==> src/rtl/alu_result_tx_if.sv <==
`default_nettype none
// ============================================================================
//  Module      : alu_result_tx_if
//  Description : Handshake and serial-line bundle between an ALU result
//                source and the alu_result_tx UART reporter.
//  Revision    : 1.0 - initial release
// ============================================================================
interface alu_result_tx_if;
  logic       start;   // level request, acted on only when the reporter is idle
  logic [7:0] result;  // ALU result to report
  logic       tx;      // UART serial line, 8N1, idle high
  logic       busy;    // report frame in progress
  logic       done;    // one-cycle pulse at frame completion

  // Source side: drives the request and result, observes status and line
  modport master (
    output start,
    output result,
    input  tx,
    input  busy,
    input  done
  );

  // Reporter side
  modport slave (
    input  start,
    input  result,
    output tx,
    output busy,
    output done
  );
endinterface
`default_nettype wire

==> src/rtl/alu_result_tx.sv <==
`default_nettype none
// ============================================================================
//  Module      : alu_result_tx
//  Description : Reports an 8-bit ALU result over a UART line as a 4-character
//                frame: two uppercase ASCII hex digits followed by CR LF.
//                Each character is 8N1, CLKS_PER_BIT clocks per bit.
//  Revision    : 1.0 - initial release
// ============================================================================
module alu_result_tx #(
  parameter int CLKS_PER_BIT = 434
) (
  input  logic             clk,
  input  logic             reset_n,
  alu_result_tx_if.slave   bus
);

  localparam logic [15:0] c_BAUD_LAST = 16'(CLKS_PER_BIT - 1);
  localparam logic [1:0]  c_CHAR_LAST = 2'd3;
  localparam logic [2:0]  c_BIT_LAST  = 3'd7;

  typedef enum logic [1:0] {
    S_IDLE      = 2'd0,
    S_START_BIT = 2'd1,
    S_DATA_BITS = 2'd2,
    S_STOP_BIT  = 2'd3
  } state_t;

  state_t      r_state,    w_state_nxt;
  logic [15:0] r_baud_cnt, w_baud_cnt_nxt;
  logic [2:0]  r_bit_idx,  w_bit_idx_nxt;
  logic [1:0]  r_char_idx, w_char_idx_nxt;
  logic [7:0]  r_data,     w_data_nxt;
  logic        r_tx,       w_tx_nxt;
  logic        r_done,     w_done_nxt;

  logic        w_last_baud;
  logic [7:0]  w_char;

  // Uppercase ASCII hex digit: 0-9 -> '0'-'9', A-F -> 'A'-'F'
  function automatic logic [7:0] hex_ascii(input logic [3:0] nib);
    hex_ascii = (nib < 4'd10) ? (8'h30 + {4'h0, nib}) : (8'h37 + {4'h0, nib});
  endfunction

  assign w_last_baud = (r_baud_cnt == c_BAUD_LAST);

  // Character currently being serialised, selected from the captured result
  always_comb begin
    w_char = 8'h0A;
    case (r_char_idx)
      2'd0:    w_char = hex_ascii(r_data[7:4]);
      2'd1:    w_char = hex_ascii(r_data[3:0]);
      2'd2:    w_char = 8'h0D;
      default: w_char = 8'h0A;
    endcase
  end

  // Next-state and next-output logic; tx and done are registered from these
  always_comb begin
    w_state_nxt    = r_state;
    w_bit_idx_nxt  = r_bit_idx;
    w_char_idx_nxt = r_char_idx;
    w_data_nxt     = r_data;
    w_tx_nxt       = r_tx;
    w_done_nxt     = 1'b0;
    w_baud_cnt_nxt = (r_state == S_IDLE || w_last_baud) ? 16'd0 : r_baud_cnt + 16'd1;

    case (r_state)
      S_IDLE: begin
        w_tx_nxt = 1'b1;
        if (bus.start) begin
          // Capture here so later result changes cannot disturb the frame
          w_data_nxt     = bus.result;
          w_state_nxt    = S_START_BIT;
          w_tx_nxt       = 1'b0;
          w_bit_idx_nxt  = 3'd0;
          w_char_idx_nxt = 2'd0;
        end
      end
      S_START_BIT: begin
        if (w_last_baud) begin
          w_state_nxt   = S_DATA_BITS;
          w_bit_idx_nxt = 3'd0;
          w_tx_nxt      = w_char[0];
        end
      end
      S_DATA_BITS: begin
        if (w_last_baud) begin
          if (r_bit_idx == c_BIT_LAST) begin
            w_state_nxt   = S_STOP_BIT;
            w_bit_idx_nxt = 3'd0;
            w_tx_nxt      = 1'b1;
          end else begin
            w_bit_idx_nxt = r_bit_idx + 3'd1;
            w_tx_nxt      = w_char[r_bit_idx + 3'd1];
          end
        end
      end
      S_STOP_BIT: begin
        if (w_last_baud) begin
          if (r_char_idx == c_CHAR_LAST) begin
            w_state_nxt    = S_IDLE;
            w_char_idx_nxt = 2'd0;
            w_tx_nxt       = 1'b1;
            w_done_nxt     = 1'b1;
          end else begin
            // Next character follows immediately with its start bit
            w_state_nxt    = S_START_BIT;
            w_char_idx_nxt = r_char_idx + 2'd1;
            w_tx_nxt       = 1'b0;
          end
        end
      end
      default: begin
        w_state_nxt = S_IDLE;
        w_tx_nxt    = 1'b1;
      end
    endcase
  end

  // State register; asynchronous reset aborts any frame with the line idle
  always_ff @(posedge clk or negedge reset_n) begin
    if (!reset_n) begin
      r_state    <= S_IDLE;
      r_baud_cnt <= 16'd0;
      r_bit_idx  <= 3'd0;
      r_char_idx <= 2'd0;
      r_data     <= 8'd0;
      r_tx       <= 1'b1;
      r_done     <= 1'b0;
    end else begin
      r_state    <= w_state_nxt;
      r_baud_cnt <= w_baud_cnt_nxt;
      r_bit_idx  <= w_bit_idx_nxt;
      r_char_idx <= w_char_idx_nxt;
      r_data     <= w_data_nxt;
      r_tx       <= w_tx_nxt;
      r_done     <= w_done_nxt;
    end
  end

  assign bus.tx   = r_tx;
  assign bus.busy = (r_state != S_IDLE);
  assign bus.done = r_done;

endmodule
`default_nettype wire

==> src/flat_wrapper.sv <==
// flat-port wrapper written by rule: the top's interface ports become plain ports
module alu_result_tx_flat 
#(
  parameter int CLKS_PER_BIT = 434
)
  (clk, reset_n, bus_start, bus_result, bus_tx, bus_busy, bus_done);
  alu_result_tx_if bus_i ();
  input  logic clk;
  input  logic reset_n;
  input wire logic [$bits(bus_i.start)-1:0] bus_start;
  input wire logic [$bits(bus_i.result)-1:0] bus_result;
  output wire logic [$bits(bus_i.tx)-1:0] bus_tx;
  output wire logic [$bits(bus_i.busy)-1:0] bus_busy;
  output wire logic [$bits(bus_i.done)-1:0] bus_done;
  assign bus_i.start = bus_start;
  assign bus_i.result = bus_result;
  assign bus_tx = bus_i.tx;
  assign bus_busy = bus_i.busy;
  assign bus_done = bus_i.done;
  alu_result_tx #(.CLKS_PER_BIT(CLKS_PER_BIT)) u_core (.clk(clk), .reset_n(reset_n), .bus(bus_i));
endmodule
==> config.mk <==
export PLATFORM = sky130hd
export DESIGN_NAME = alu_result_tx_flat
export DESIGN_NICKNAME = d
export VERILOG_FILES = /design/src/rtl/alu_result_tx_if.sv /design/src/rtl/alu_result_tx.sv /design/src/flat_wrapper.sv
export SDC_FILE = /design/constraint.sdc
export NUM_CORES = 1
export LEC_CHECK = 0
export ABC_CLOCK_PERIOD_IN_PS = 2300
export CAP_MARGIN = 10
export CORE_MARGIN = 1
export CORE_UTILIZATION = 40
export DETAILED_ROUTE_END_ITERATION = 12
export GPL_ROUTABILITY_DRIVEN = 0
export PLACE_DENSITY_LB_ADDON = 0.3
export SYNTH_ARGS = -nofsm -noshare
export SYNTH_HDL_FRONTEND = slang
export SYNTH_SLANG_ARGS = --single-unit
==> constraint.sdc <==
create_clock -name clk -period 2.3 [get_ports clk]
set_input_delay 0.345 -clock clk [delete_from_list [all_inputs] [get_ports clk]]
set_output_delay 0.345 -clock clk [all_outputs]
set_load 0.05 [all_outputs]
[After elaboration in Yosys (flattened, before gate mapping)]
Index checks and enable logic that the tools add are counted.
Cells by class
  add/sub/neg operators: 7
  order comparisons: 3
  equal/unequal tests: 13
  reductions and logical operators: 11
  muxes and demuxes: 31
Operators with widths (count)
  $add A6 B4 Y7 const A: 4
  $pmux W8 S3: 1
  $add A16 B1 Y16 const B: 1
  $eq A16 B9 Y1 const B: 1
  $mux W16: 1
  $mux W2: 8
  $mux W8: 2
  $mux W3: 4
  $mux W1: 10
  $pmux W3 S3: 1
  $eq A2 B2 Y1 const B: 4
  $lt A4 B4 Y1 const B: 2
  $ne A2 B1 Y1 const B: 4
  $pmux W2 S4: 1
  $reduce_and A3 Y1: 2
  $reduce_and A5 Y1: 1
  $eq A2 B1 Y1 const B: 2
  $logic_not A2 Y1: 2
  $lt A3 B4 Y1 const B: 1
  $pmux W1 S4: 1
  $pmux W2 S2: 1
  $reduce_and A4 Y1: 1
  $reduce_bool A2 Y1: 2
  $add A3 B1 Y3 const B: 1
  7 further kinds: 7
Storage, ports and cells
  flip-flop bits (word level): 33

[Depth between registers and ports, before layout]
Gate-level depths: netlist (run 1).
  word-level depth: 8
  gate-level depth with buffers: 8
  gate-level depth less buffers: 8

[Worst setup path before layout (run 1)]
Ideal clock, no wire load.
  kind: register -> register
  from: register u_core.r_char_idx[1]
  to: register u_core.r_tx, in the netlist u_core.bus.tx
  setup time: 0.087 ns
  buffers on the path: 0
  stages on the path, launching flop included: 9
  path slack: 0.478 ns
  data arrival time: 1.735 ns
  cells stage by stage: dfrtp_1 inv_1 ha_1 nor4bb_1 a311oi_1 a2bb2oi_1 o21ai_1 o41ai_1 a21oi_1
Between the ends
  cells in the longest elaborated chain, start to end: 7
Ends and longest elaborated chain
  start, declared: line alu_result_tx.sv:31  | logic [1:0] r_char_idx, w_char_idx_nxt;
  start signal, assigned: line alu_result_tx.sv:134  | r_char_idx <= w_char_idx_nxt;
  $eq A2 B2 Y1 (tied with other cells): line alu_result_tx.sv:49  | case (r_char_idx)
  $pmux W8 S3: line alu_result_tx.sv:49
  $bmux W1 S3: line alu_result_tx.sv:94  | w_tx_nxt = w_char[r_bit_idx + 3'd1];
  $mux W1 (not written as such): line alu_result_tx.sv:94
  $mux W1: line alu_result_tx.sv:88  | if (r_bit_idx == c_BIT_LAST) begin
  $mux W1: line alu_result_tx.sv:87  | if (w_last_baud) begin
  $pmux W1 S4 *: line alu_result_tx.sv:67  | case (r_state)
  end signal, assigned: line alu_result_tx.sv:136  | r_tx <= w_tx_nxt;
  end, declared: line alu_result_tx.sv:33  | logic r_tx, w_tx_nxt;
Every way passes the cells marked *; elsewhere a longest branch is shown, timed or not. The select of a mux whose other input is x is not followed.
A chain may end at the register's enable or synchronous reset.

[Worst setup path after layout (run 1)]
Ends and elaborated chain as after synthesis.

==> qor.csv, run 1 <==
stage,metric,value,unit
timing,setup_viol,0,
setup_path,rr_worst_depth,8,
power,clockPowerShare,16.9,%
synthesis,syn_inst,220,
setup_path,critPathMaxFanout,7,
clock_tree,htree_levels,2,
synthesis,synth_cell_types,45,
detailed_routing,first_pass_iters,4,
timing,clock_skew,0.009180,ns
timing,rsz0062_at_grt,no,
synthesis,synth_edf_count,0,
power,p_per_area,1111,nW/um2
power,vdd_drop_max,443.6,uV
hold_path,hp-class,input pin to asynchronous set/reset pin,
detailed_routing,detailedRoute.firstIterationViolations,75,
placement,io_buffers,13,
placement,dpl-instance-area,2235,um2
setup_path,critPathKind,flip-flop to flip-flop,
global_routing,track_usage,16.52,%
clock_tree,path_clk_slew,0.07,ns
floorplan,ioPinCount,14,
timing,relSlewSlack,67.41,%
cells_and_area,layout_commonest_cell,dfrtp_1,
floorplan,die_h,73.01,um
synthesis,synth-main-ff-cell,dfrtp_1,
timing,whs,0.4609,ns
power,share_comb_of_total_power,46.5,%
power,seq_power_share,36.6,%
floorplan,die_w,73.01,um
status,status,"complete, no violations",
flow_run,cap_viol_max_count,0,
placement,hpwl,2864,um
clock_tree,numCtsBuffers,5,
cells_and_area,drive_gt1_share,10.42,%
setup_path,rrSetupSlack,0.23,ns
clock_tree,cts_hold_buf,0,
timing,hold_violations,0,
floorplan,core_area,4786,um2
power,swShare,41.82,%
clock_tree,cts-root-buf,clkbuf_8,
clock_tree,cts_resized,0,
clock_tree,clk_latency,0.28,ns
synthesis,yosysTopAreaCell,dfrtp_1,
power,leakage,0.001002,uW
detailed_routing,vias,1636,
global_routing,gr-total-overflow,0,
detailed_routing,post_drt_wl_per_cell,13.01,um
setup_path,r2r_end,u_core.bus.tx,
detailed_routing,routed_wl,3995,um
setup_path,cp-start-kind,flip-flop,
synthesis,synthTopCellsByArea,"dfrtp_1 40%, ha_1 9.3%, mux2_2 4.5%",
timing,final.setup.tns,0,ns
setup_path,cp_data_arrival_time,2.27,ns
synthesis,yosys.area.top_type_share,39.70,%
cells_and_area,num_antenna_cells,0,
detailed_routing,routed_via_density,5.329,
timing,min_period_over_period,89.92,%
setup_path,crit_required,2.50,ns
synthesis,syn_nets,246,
synthesis,ys_seq_elements,33,
cells_and_area,nets,266,
synthesis,avgSynthCellArea,9.168,um2
global_routing,antenna_found_initial,0,
global_routing,grt_pass1_wl,6789,um
cells_and_area,area_growth,15.07,%
timing,worst_slew_pin_slew,0.4874,ns
cells_and_area,final_area,2321,um2
clock_tree,cts_buffer_depth,2,
global_routing,grt_max_degree,34,
clock_tree,postCtsSetupBuffers,0,
clock_tree,cts_tree,done,
cells_and_area,mostFrequentLayoutCells,"32 x dfrtp_1, 24 x nor2_1, 22 x nand2_1",
clock_tree,clkSinkCount,33,
power,switchingPower,1079,uW
synthesis,synth-async-reset-ratio,100.0,%
power,p_int,1501,uW
synthesis,netlist_area,2017,um2
timing,slew_viol_final,0,
setup_path,end_kind,flip-flop,
floorplan,row_count,25,
global_routing,first_global_vias,1525,
synthesis,ys_seq_area_share,41.00,%
floorplan,initial_core_util,42.14,%
timing,min_period,2.068,ns
floorplan,die_area,5330,um2
timing,timing.fmax,0.4835,GHz
synthesis,synth_warnings,0,
setup_path,r2r_start,u_core.r_char_idx[1],
detailed_routing,drcViolationCount,0,
detailed_routing,ant_nets,0,
-- metrics by stage --
stage | total power (uW) | worst slack, ns | utilization (%) | cells
after detailed placement | 2154 | 0.2499 | 46.69 | 300
after floorplan | 1842 | 0.4783 | - | 220
after global routing | 2797 | 0.09611 | 48.50 | 307
after CTS | 2605 | 0.2208 | 48.50 | 307
after global placement | 2134 | 0.3427 | 46.69 | 300
final | 2580 | 0.2319 | 48.50 | 307
-- per-layer routing --
layer / GRT usage [%] / vias to the layer above / routed length, um
met5: 0 / - / 0
met4: 5.229 / 0 / 44
met3: 3.315 / 4 / 117
met2: 28.09 / 27 / 1965
met1: 21.03 / 786 / 1867
li1: - / 819 / -
-- logic make-up after synthesis --
kind of cell	count (synthesis)	share of synthesized area, %
muxes	9	4.963
AOI/OAI and AO/OA	53	17.12
xor gates and xnor gates	12	5.211
adders and majority gates	15	9.305
buffers and inverters	22	4.156
DFF	33	41.01
and+or+nand+nor	76	18.24
-- area by class of cell --
class                      instances  area (um2)
sequential                        33       827.0
timing repair buffer              15       142.6
fill                             468        2465
inverter                          20       75.07
multi-input combinational        165        1106
clock buffer                       7       86.33
tap                               67       83.83
-- Yosys cell counts, types with 2 or more instances --
master	number
a211oi_1	3
a21boi_0	2
a21oi_1	14
a31oi_1	2
and3_1	4
dfrtp_1	32
ha_1	15
inv_1	20
mux2_2	8
nand2_1	22
nand3_1	7
nand4_1	2
nor2_1	24
nor3_1	3
nor4_1	2
o21ai_0	13
o21ai_1	3
o21bai_1	2
o221ai_1	2
o41ai_1	2
or3_1	4
xnor2_1	6
xor2_1	6
-- worst max-delay path, stage by stage (launching register included) --
cell	delay, ns
dfrtp_1	0.44
inv_1	0.09
ha_1	0.27
nor4bb_1	0.18
a311oi_1	0.26
a2bb2oi_1	0.18
o21ai_1	0.07
o41ai_1	0.38
a21oi_1	0.12
-- state kept, by name, summed over array words and instances, names as in the netlist --
| register | count |
|---|---|
| u_core.r_state | 2 |
| u_core.r_bit_idx | 3 |
| u_core.bus.tx | 1 |
| u_core.r_char_idx | 2 |
| u_core.bus.done | 1 |
| u_core.r_baud_cnt | 16 |
| u_core.r_data | 8 |
-- worst max path at each step --
stage	end	start	slack [ns]	cells past startpoint
final	u_core.bus.tx	u_core.r_char_idx[1]	0.23	8
after detailed placement	u_core.bus.tx	u_core.r_char_idx[1]	0.25	8
after CTS	u_core.bus.tx	u_core.r_char_idx[1]	0.22	8
after floorplan	u_core.bus.tx	u_core.r_char_idx[1]	0.48	8
after global routing	u_core.bus.tx	u_core.r_char_idx[1]	0.1	8
after global placement	u_core.bus.tx	u_core.r_char_idx[1]	0.34	8
-- power by group through the flow --
stage                     clock [uW]  sequential, uW  combinational, uW
after global routing             473             972               1350
final                            436             945               1200
after CTS                        453             943               1210
after global placement             0             951               1180
after detailed placement           0             953               1200
after floorplan                    0             925                917
No activity file was read; power rests on OpenSTA's default activity.
==> run 2, diff against run 1 <==
--- a/config.mk
+++ b/config.mk
@@ -5,7 +5,6 @@
 export SDC_FILE = /design/constraint.sdc
 export NUM_CORES = 1
 export LEC_CHECK = 0
-export ABC_CLOCK_PERIOD_IN_PS = 2300
 export CAP_MARGIN = 10
 export CORE_MARGIN = 1
 export CORE_UTILIZATION = 40
==> results of run 2 <==
The final DEF is identical to that of run 1; final timing and power are the same.
